`config.mk`:
```
export PLATFORM = sky130hd
export DESIGN_NAME = vga_timing_gen
export DESIGN_NICKNAME = d
export VERILOG_FILES = /design/src/rtl/vga_timing_gen.sv
export SDC_FILE = /design/constraint.sdc
export NUM_CORES = 1
export LEC_CHECK = 0
export ABC_AREA = 1
export BUFFER_PORTS_ARGS = -buffer_cell sky130_fd_sc_hd__buf_2
export CORE_ASPECT_RATIO = 2
export CORE_MARGIN = 1.5
export CORE_UTILIZATION = 35
export CTS_CLUSTER_DIAMETER = 40
export DETAILED_ROUTE_END_ITERATION = 6
export PLACE_DENSITY_LB_ADDON = 0.3
export SYNTH_ARGS = -nofsm -noshare
export SYNTH_HDL_FRONTEND = slang
export SYNTH_SLANG_ARGS = --single-unit
```
`constraint.sdc`:
```
create_clock -name vga_clk -period 7.15 [get_ports vga_clk]
set_clock_uncertainty 0.05 [all_clocks]
set_input_delay 0 -clock vga_clk [delete_from_list [all_inputs] [get_ports vga_clk]]
set_output_delay 0 -clock vga_clk [all_outputs]
set_load 0.05 [all_outputs]
```
`src/rtl/vga_timing_gen.sv`:
```
// rtl/vga_timing_gen.sv - 640x480@60Hz VGA raster timing generator with delayed syncs and frame counter
module vga_timing_gen #(
  parameter int H_VISIBLE  = 640,
  parameter int H_FRONT    = 16,
  parameter int H_SYNC     = 96,
  parameter int H_BACK     = 48,
  parameter int V_VISIBLE  = 480,
  parameter int V_FRONT    = 10,
  parameter int V_SYNC     = 2,
  parameter int V_BACK     = 33,
  parameter int SYNC_DELAY = 1,
  parameter int FRAME_W    = 16
) (
  input  logic               vga_clk,
  input  logic               reset_n,
  output logic [9:0]         DrawX,
  output logic [9:0]         DrawY,
  output logic               blank,
  output logic               hs,
  output logic               vs,
  output logic               frame_start,
  output logic [FRAME_W-1:0] frame_count
);

  localparam int H_TOTAL = H_VISIBLE + H_FRONT + H_SYNC + H_BACK;
  localparam int V_TOTAL = V_VISIBLE + V_FRONT + V_SYNC + V_BACK;

  localparam logic [9:0] H_LAST   = 10'(H_TOTAL - 1);
  localparam logic [9:0] V_LAST   = 10'(V_TOTAL - 1);
  localparam logic [9:0] H_ACTIVE = 10'(H_VISIBLE);
  localparam logic [9:0] V_ACTIVE = 10'(V_VISIBLE);
  localparam logic [9:0] HS_FIRST = 10'(H_VISIBLE + H_FRONT);
  localparam logic [9:0] HS_LAST  = 10'(H_VISIBLE + H_FRONT + H_SYNC - 1);
  localparam logic [9:0] VS_FIRST = 10'(V_VISIBLE + V_FRONT);
  localparam logic [9:0] VS_LAST  = 10'(V_VISIBLE + V_FRONT + V_SYNC - 1);

  logic [9:0] hc;
  logic [9:0] vc;
  logic [9:0] hc_next;
  logic [9:0] vc_next;
  logic       hsync_raw;
  logic       vsync_raw;
  logic       blank_next;
  logic       hsync_next;
  logic       vsync_next;
  logic       start_next;

  // Next raster position and its decodes; registering these keeps the
  // decoded outputs cycle-aligned with the counter outputs.
  always_comb begin
    hc_next    = hc + 10'd1;
    vc_next    = vc;
    if (hc == H_LAST) begin
      hc_next = 10'd0;
      vc_next = (vc == V_LAST) ? 10'd0 : vc + 10'd1;
    end
    blank_next = (hc_next < H_ACTIVE) && (vc_next < V_ACTIVE);
    hsync_next = !((hc_next >= HS_FIRST) && (hc_next <= HS_LAST));
    vsync_next = !((vc_next >= VS_FIRST) && (vc_next <= VS_LAST));
    start_next = (hc_next == 10'd0) && (vc_next == 10'd0);
  end

  // Counters and registered decodes; reset parks at the last pixel so the
  // first clock after release lands on (0,0).
  always_ff @(posedge vga_clk or negedge reset_n) begin
    if (!reset_n) begin
      hc          <= H_LAST;
      vc          <= V_LAST;
      blank       <= 1'b0;
      hsync_raw   <= 1'b1;
      vsync_raw   <= 1'b1;
      frame_start <= 1'b0;
      frame_count <= '0;
    end else begin
      hc          <= hc_next;
      vc          <= vc_next;
      blank       <= blank_next;
      hsync_raw   <= hsync_next;
      vsync_raw   <= vsync_next;
      frame_start <= start_next;
      if (start_next) begin
        frame_count <= frame_count + FRAME_W'(1);
      end
    end
  end

  assign DrawX = hc;
  assign DrawY = vc;

  // Sync outputs lag the counters to line up with the downstream RGB registers.
  generate
    if (SYNC_DELAY == 0) begin : g_sync_direct
      assign hs = hsync_raw;
      assign vs = vsync_raw;
    end else begin : g_sync_delay
      logic [SYNC_DELAY-1:0] hs_taps;
      logic [SYNC_DELAY-1:0] vs_taps;
      if (SYNC_DELAY == 1) begin : g_one
        // Single register stage behind the raw syncs.
        always_ff @(posedge vga_clk or negedge reset_n) begin
          if (!reset_n) begin
            hs_taps <= 1'b1;
            vs_taps <= 1'b1;
          end else begin
            hs_taps <= hsync_raw;
            vs_taps <= vsync_raw;
          end
        end
      end else begin : g_many
        // Multi-stage shift register behind the raw syncs.
        always_ff @(posedge vga_clk or negedge reset_n) begin
          if (!reset_n) begin
            hs_taps <= '1;
            vs_taps <= '1;
          end else begin
            hs_taps <= {hs_taps[SYNC_DELAY-2:0], hsync_raw};
            vs_taps <= {vs_taps[SYNC_DELAY-2:0], vsync_raw};
          end
        end
      end
      assign hs = hs_taps[SYNC_DELAY-1];
      assign vs = vs_taps[SYNC_DELAY-1];
    end
  endgenerate

endmodule
```
# --- Yosys cells after proc, flatten, opt, wreduce, memory -nomap -nowiden ---
# Index checks and enable logic that the tools add are counted.
totals:
  register_bits: 42
  inputBits: 2
  output_inout_bits: 40
  word_cells: 31
op_classes:
  add_sub_neg: 3
  order_cmp: 6
  eq_ne: 2
  n_mux: 3
  reduce_logical: 8
op_table:
  columns: ["operator", "n"]
  rows:
  - ["two-way mux 10 bit", 3]
  - ["adder 10 x 1 -> 10 bit, second input constant", 2]
  - ["== test 10 bit, second input constant", 2]
  - ["logical NOT 10 bit", 2]
  - ["adder 16 x 1 -> 16 bit, second input constant", 1]
  - [">= comparator 10 bit, second input constant", 1]
  - [">= comparator 10 x 9 -> 1 bit, second input constant", 1]
  - ["<= comparator 10 bit, second input constant", 1]
  - ["<= comparator 10 x 9 -> 1 bit, second input constant", 1]
  - ["less-than comparator 10 bit, second input constant", 1]
  - ["less-than comparator 10 x 9 -> 1 bit, second input constant", 1]
  - ["logical AND 1 bit", 4]
  - ["logical NOT 1 bit", 2]

# --- Depth between registers and ports, before layout ---
depth:
  word_depth: 6
  ltp_mapped: 15
  ltp_nobuf: 14

# --- Worst setup path before layout ---
# No wires, ideal clock.
synth_timing:
  kind: "flip-flop to flip-flop"
  from: "register hc[0] (netlist: DrawX[0])"
  to: "register frame_count[10]"
  setup_ps: 120
  t_arrival_ps: 2361
  required_ps: 6980
  path_slack_ps: 4619
  stages_incl_launch_ff: 13
  path_buffers: 2
  period_less_slack_ps: 2531
  cell_sequence: "dfstp_2 > ha_1 > nand4_2 > nor2_4 > buf_6 > nand3_2 > nand2_2 > nand2_2 > nor2_1 > nand4_4 > buf_6 > nand2_1 > nand2_1"
synth_via:
  elab_chain_cells: 4
  elab_cells_between_ends: 7
  cone_classes: "add/sub: 1; eq/ne: 1; mux: 2; reduce/logical: 3"
synth_lines:
  columns: ["element", "line_no", "source"]
  rows:
  - ["from (decl)", "37", "logic [9:0] hc;"]
  - ["from (signal assigned)", "75", "hc <= hc_next;"]
  - ["adder 10 x 1 -> 10 bit or == test 10 bit (tied branches)", "51, 53", null]
  - ["two-way mux 10 bit", "53", "if (hc == H_LAST) begin"]
  - ["logical NOT 10 bit", "60", "start_next = (hc_next == 10'd0) && (vc_next == 10'd0);"]
  - ["logical AND 1 bit (*)", "60", null]
  - ["to (signal assigned)", "82", "frame_count <= frame_count + FRAME_W'(1);"]
  - ["to (decl)", "22", "output logic [FRAME_W-1:0] frame_count"]
# Mark *: on every way between the ends. The rest lies on a longest branch, timed or not.
# A chain may end at the register's enable or synchronous reset.

# --- Final worst setup path ---
# Ends and elaborated chain as after synthesis.

==> results.json <==
{
  "grt_pass1_wl_um": 11500,
  "clock_latency_ns": 0.28,
  "maxCapViolations": 0,
  "antenna_found_initial": 0,
  "h-tree-depth": 2,
  "routed_via_density": 4.91,
  "n_antenna_cell": 0,
  "worstPathCellList": "ha_1, nand4_2, nor2_4, nand4_1, nand3_1, nand2_1, inv_2, nand4_4, nand2_1, nand2_1",
  "ys.warnings.count": 0,
  "cts_tree": "done",
  "rsz0062_at_grt": "no",
  "dieArea_um2": 8050,
  "crit_arrival_ns": 2.91,
  "status": "finished clean",
  "crit_buf_inv": 1,
  "fin_ws_ns": 4.36,
  "cp.required_ns": 7.27,
  "critPathCaptureType": "register",
  "critPathKind": "register to register",
  "critPathMaxFanout": 19,
  "syn_inst": 357,
  "coreArea_um2": 7270,
  "critPathTopFamily": "simple AND/OR/NAND/NOR gates",
  "die_w_um": 64.2,
  "register_area_um2": 1070,
  "dp_cells": 484,
  "post_cts_resized": 0,
  "syn_area_per_cell_um2": 7.35,
  "design.final.nets": 407,
  "synth_edf_count": 0,
  "fmax_mhz": 358,
  "wirelength_um": 6770,
  "ys_seq_elements": 42,
  "place_ws_ns": 4.38,
  "fin_crit_ns": 2.79,
  "cp_common_cell": "nand2_1",
  "seq_area_frac_synth_pct": 40.7,
  "vias": 2423,
  "multiInputGateArea_um2": 1310,
  "gr-usage-all-layers_pct": 18.2,
  "drtIter0Drc": 173,
  "ys_types": 30,
  "cpPeakStageDelay_ns": 0.60,
  "layout_commonest_cell": "nand2_1",
  "leakage_nw": 1.69,
  "setup_viol": 0,
  "critPathLaunch": "DrawX[0]$_DFF_PN1_",
  "first_pass_iters": 5,
  "max-slew-margin-rel_pct": 36.9,
  "grt_max_degree": 43,
  "final_cell_mix": "nand2_1 (122), inv_1 (49), buf_2 (41), nor2_1 (36), dfrtp_1 (28)",
  "drc": 0,
  "n_fill_cell": 781,
  "wl_per_cell_um": 13.7,
  "grt_pass1_vias": 2481,
  "antenna_left": 0,
  "finish.utilization_pct": 42.6,
  "startpoint_type": "register",
  "ir_drop_uv": 89.4,
  "post_cts_buffers": 0,
  "hpwl_um": 5260,
  "clk_pin_slew_ns": 0.06,
  "place_congestion": 0.898,
  "port_buffers": 41,
  "synth_area_um2": 2620,
  "r2r-start": "DrawX[0]$_DFF_PN1_",
  "cts_buffers": 5,
  "drive_above_1_share_pct": 20.4,
  "area_growth_pct": 18.0,
  "tns_ns": 0,
  "clock_sinks": 42,
  "ys.flop_type": "dfrtp_1",
  "hold_viol": 0,
  "grt-ovfl-total": 0,
  "io_pins": 42,
  "worst_pin_slew_ns": 0.946,
  "cts_max_path_buffers": 2,
  "die_h_um": 125,
  "start_util_pct": 36.1,
  "p_per_area_nw_per_um2": 175,
  "hp-start": "hsync_raw$_DFF_PN1_",
  "timing.hold.ws_ns": 0.306,
  "min_path_type": "register to register",
  "crit_path_top_delay_cell": "dfstp_2",
  "cts-root-buf": "clkbuf_16",
  "synth-async-reset-ratio_pct": 100,
  "period_share_pct": 39.0,
  "syn_nets": 364,
  "report.final.slew_viol_count": 0,
  "stdcell_count": 493,
  "row_count": 44
}
[power breakdown]
part           leakage (nW)  internal [mW]  switching (mW)
Combinational          1.07       0.000540         0.00456
Sequential            0.527          0.238               0
Clock                0.0940          0.201          0.0974
Total                  1.69          0.439           0.102
[metrics by stage]
step,power [mW],area [µm²]
floorplan,0.242,2620
global placement,0.247,2890
detailed placement,0.247,2890
CTS,0.547,3090
global route,0.555,3090
finish,0.541,3090
[sequential cells by signal (all words and copies together), names as in the netlist]
name / cells
hs: 1
blank: 1
vsync_raw: 1
DrawX: 10
hsync_raw: 1
vs: 1
DrawY: 10
frame_start: 1
frame_count: 16
[worst reg2reg max path, cell delays in order (launching register included)]
cell and delay, ns:
dfstp_2 0.60, ha_1 0.26, nand4_2 0.16, nor2_4 0.39, nand4_1 0.18, nand3_1 0.20, nand2_1 0.08, inv_2 0.25
nand4_4 0.30, nand2_1 0.15, nand2_1 0.06
[worst paths after layout]
kind / slack, ns / endpoint / cells past startpoint
hold / removal: 0.31 / hs$_DFF_PN1_ / 0
hold reg to reg: 0.31 / hs$_DFF_PN1_ / 0
max in group asynchronous: 6.11 / frame_count[11]$_DFFE_PN0P_ / 2
setup / recovery: 4.36 / frame_count[10]$_DFFE_PN0P_ / 10
setup reg to reg: 4.36 / frame_count[10]$_DFFE_PN0P_ / 10
min in group asynchronous: 0.35 / frame_count[6]$_DFFE_PN0P_ / 2
[metal layers]
layer  global-route usage, %  share of wire [%]  wire length, µm  up-vias
li1                        -                  -                -     1215
met1                    18.2                 36             2440     1145
met2                    35.6                 58             3950       45
met3                    2.43                2.3              155       18
met4                    8.26                3.4              227        0
met5                       0                  0                0        -
[synthesized netlist by cell type, types with 2 or more instances]
cell / number / area share, %
dfrtp_1: 28 / 27
xor2_1: 10 / 3.3
nand2_2: 6 / 1.4
o21ai_0: 4 / 0.76
inv_1: 49 / 7.0
nand2_1: 122 / 17
ha_1: 5 / 2.4
buf_4: 2 / 0.57
dfstp_2: 14 / 14
nand3_2: 2 / 0.76
buf_6: 3 / 1.3
nor2_1: 36 / 5.2
nor3_1: 6 / 1.1
xnor2_1: 6 / 2.0
a21oi_1: 2 / 0.38
nor2_4: 4 / 1.7
nand4_1: 24 / 5.7
nand3_1: 21 / 4.0
nor2_2: 2 / 0.48
[what timing repair did]
| item | 4_1_cts | 5_1_grt |
|---|---|---|
| hold buffers | 1 | 0 |
| hold endpoints to repair | 28 | 0 |
| setup endpoints to repair | 0 | 0 |
[layout make-up]
| type | instances | share of cell area [%] |
|---|---|---|
| Sequential cell | 42 | 34.5 |
| Clock buffer | 5 | 4.04 |
| Tap cell | 92 | 3.72 |
| Inverter | 50 | 6.07 |
| Clock inverter | 3 | 2.22 |
| Timing Repair Buffer | 42 | 6.96 |
| Multi-Input combinational cell | 259 | 42.5 |
[cell families after synthesis]
group | count (synthesis) | synth area share, %
adder cells (fa/ha/maj) | 5 | 2.39
XOR/XNOR | 16 | 5.34
AO/OA/AOI/OAI | 9 | 2.00
flip-flops | 42 | 40.7
buffers and inverters | 56 | 9.16
AND/OR/NAND/NOR | 229 | 40.4
Note: power is estimated with default switching activity, not from simulation.
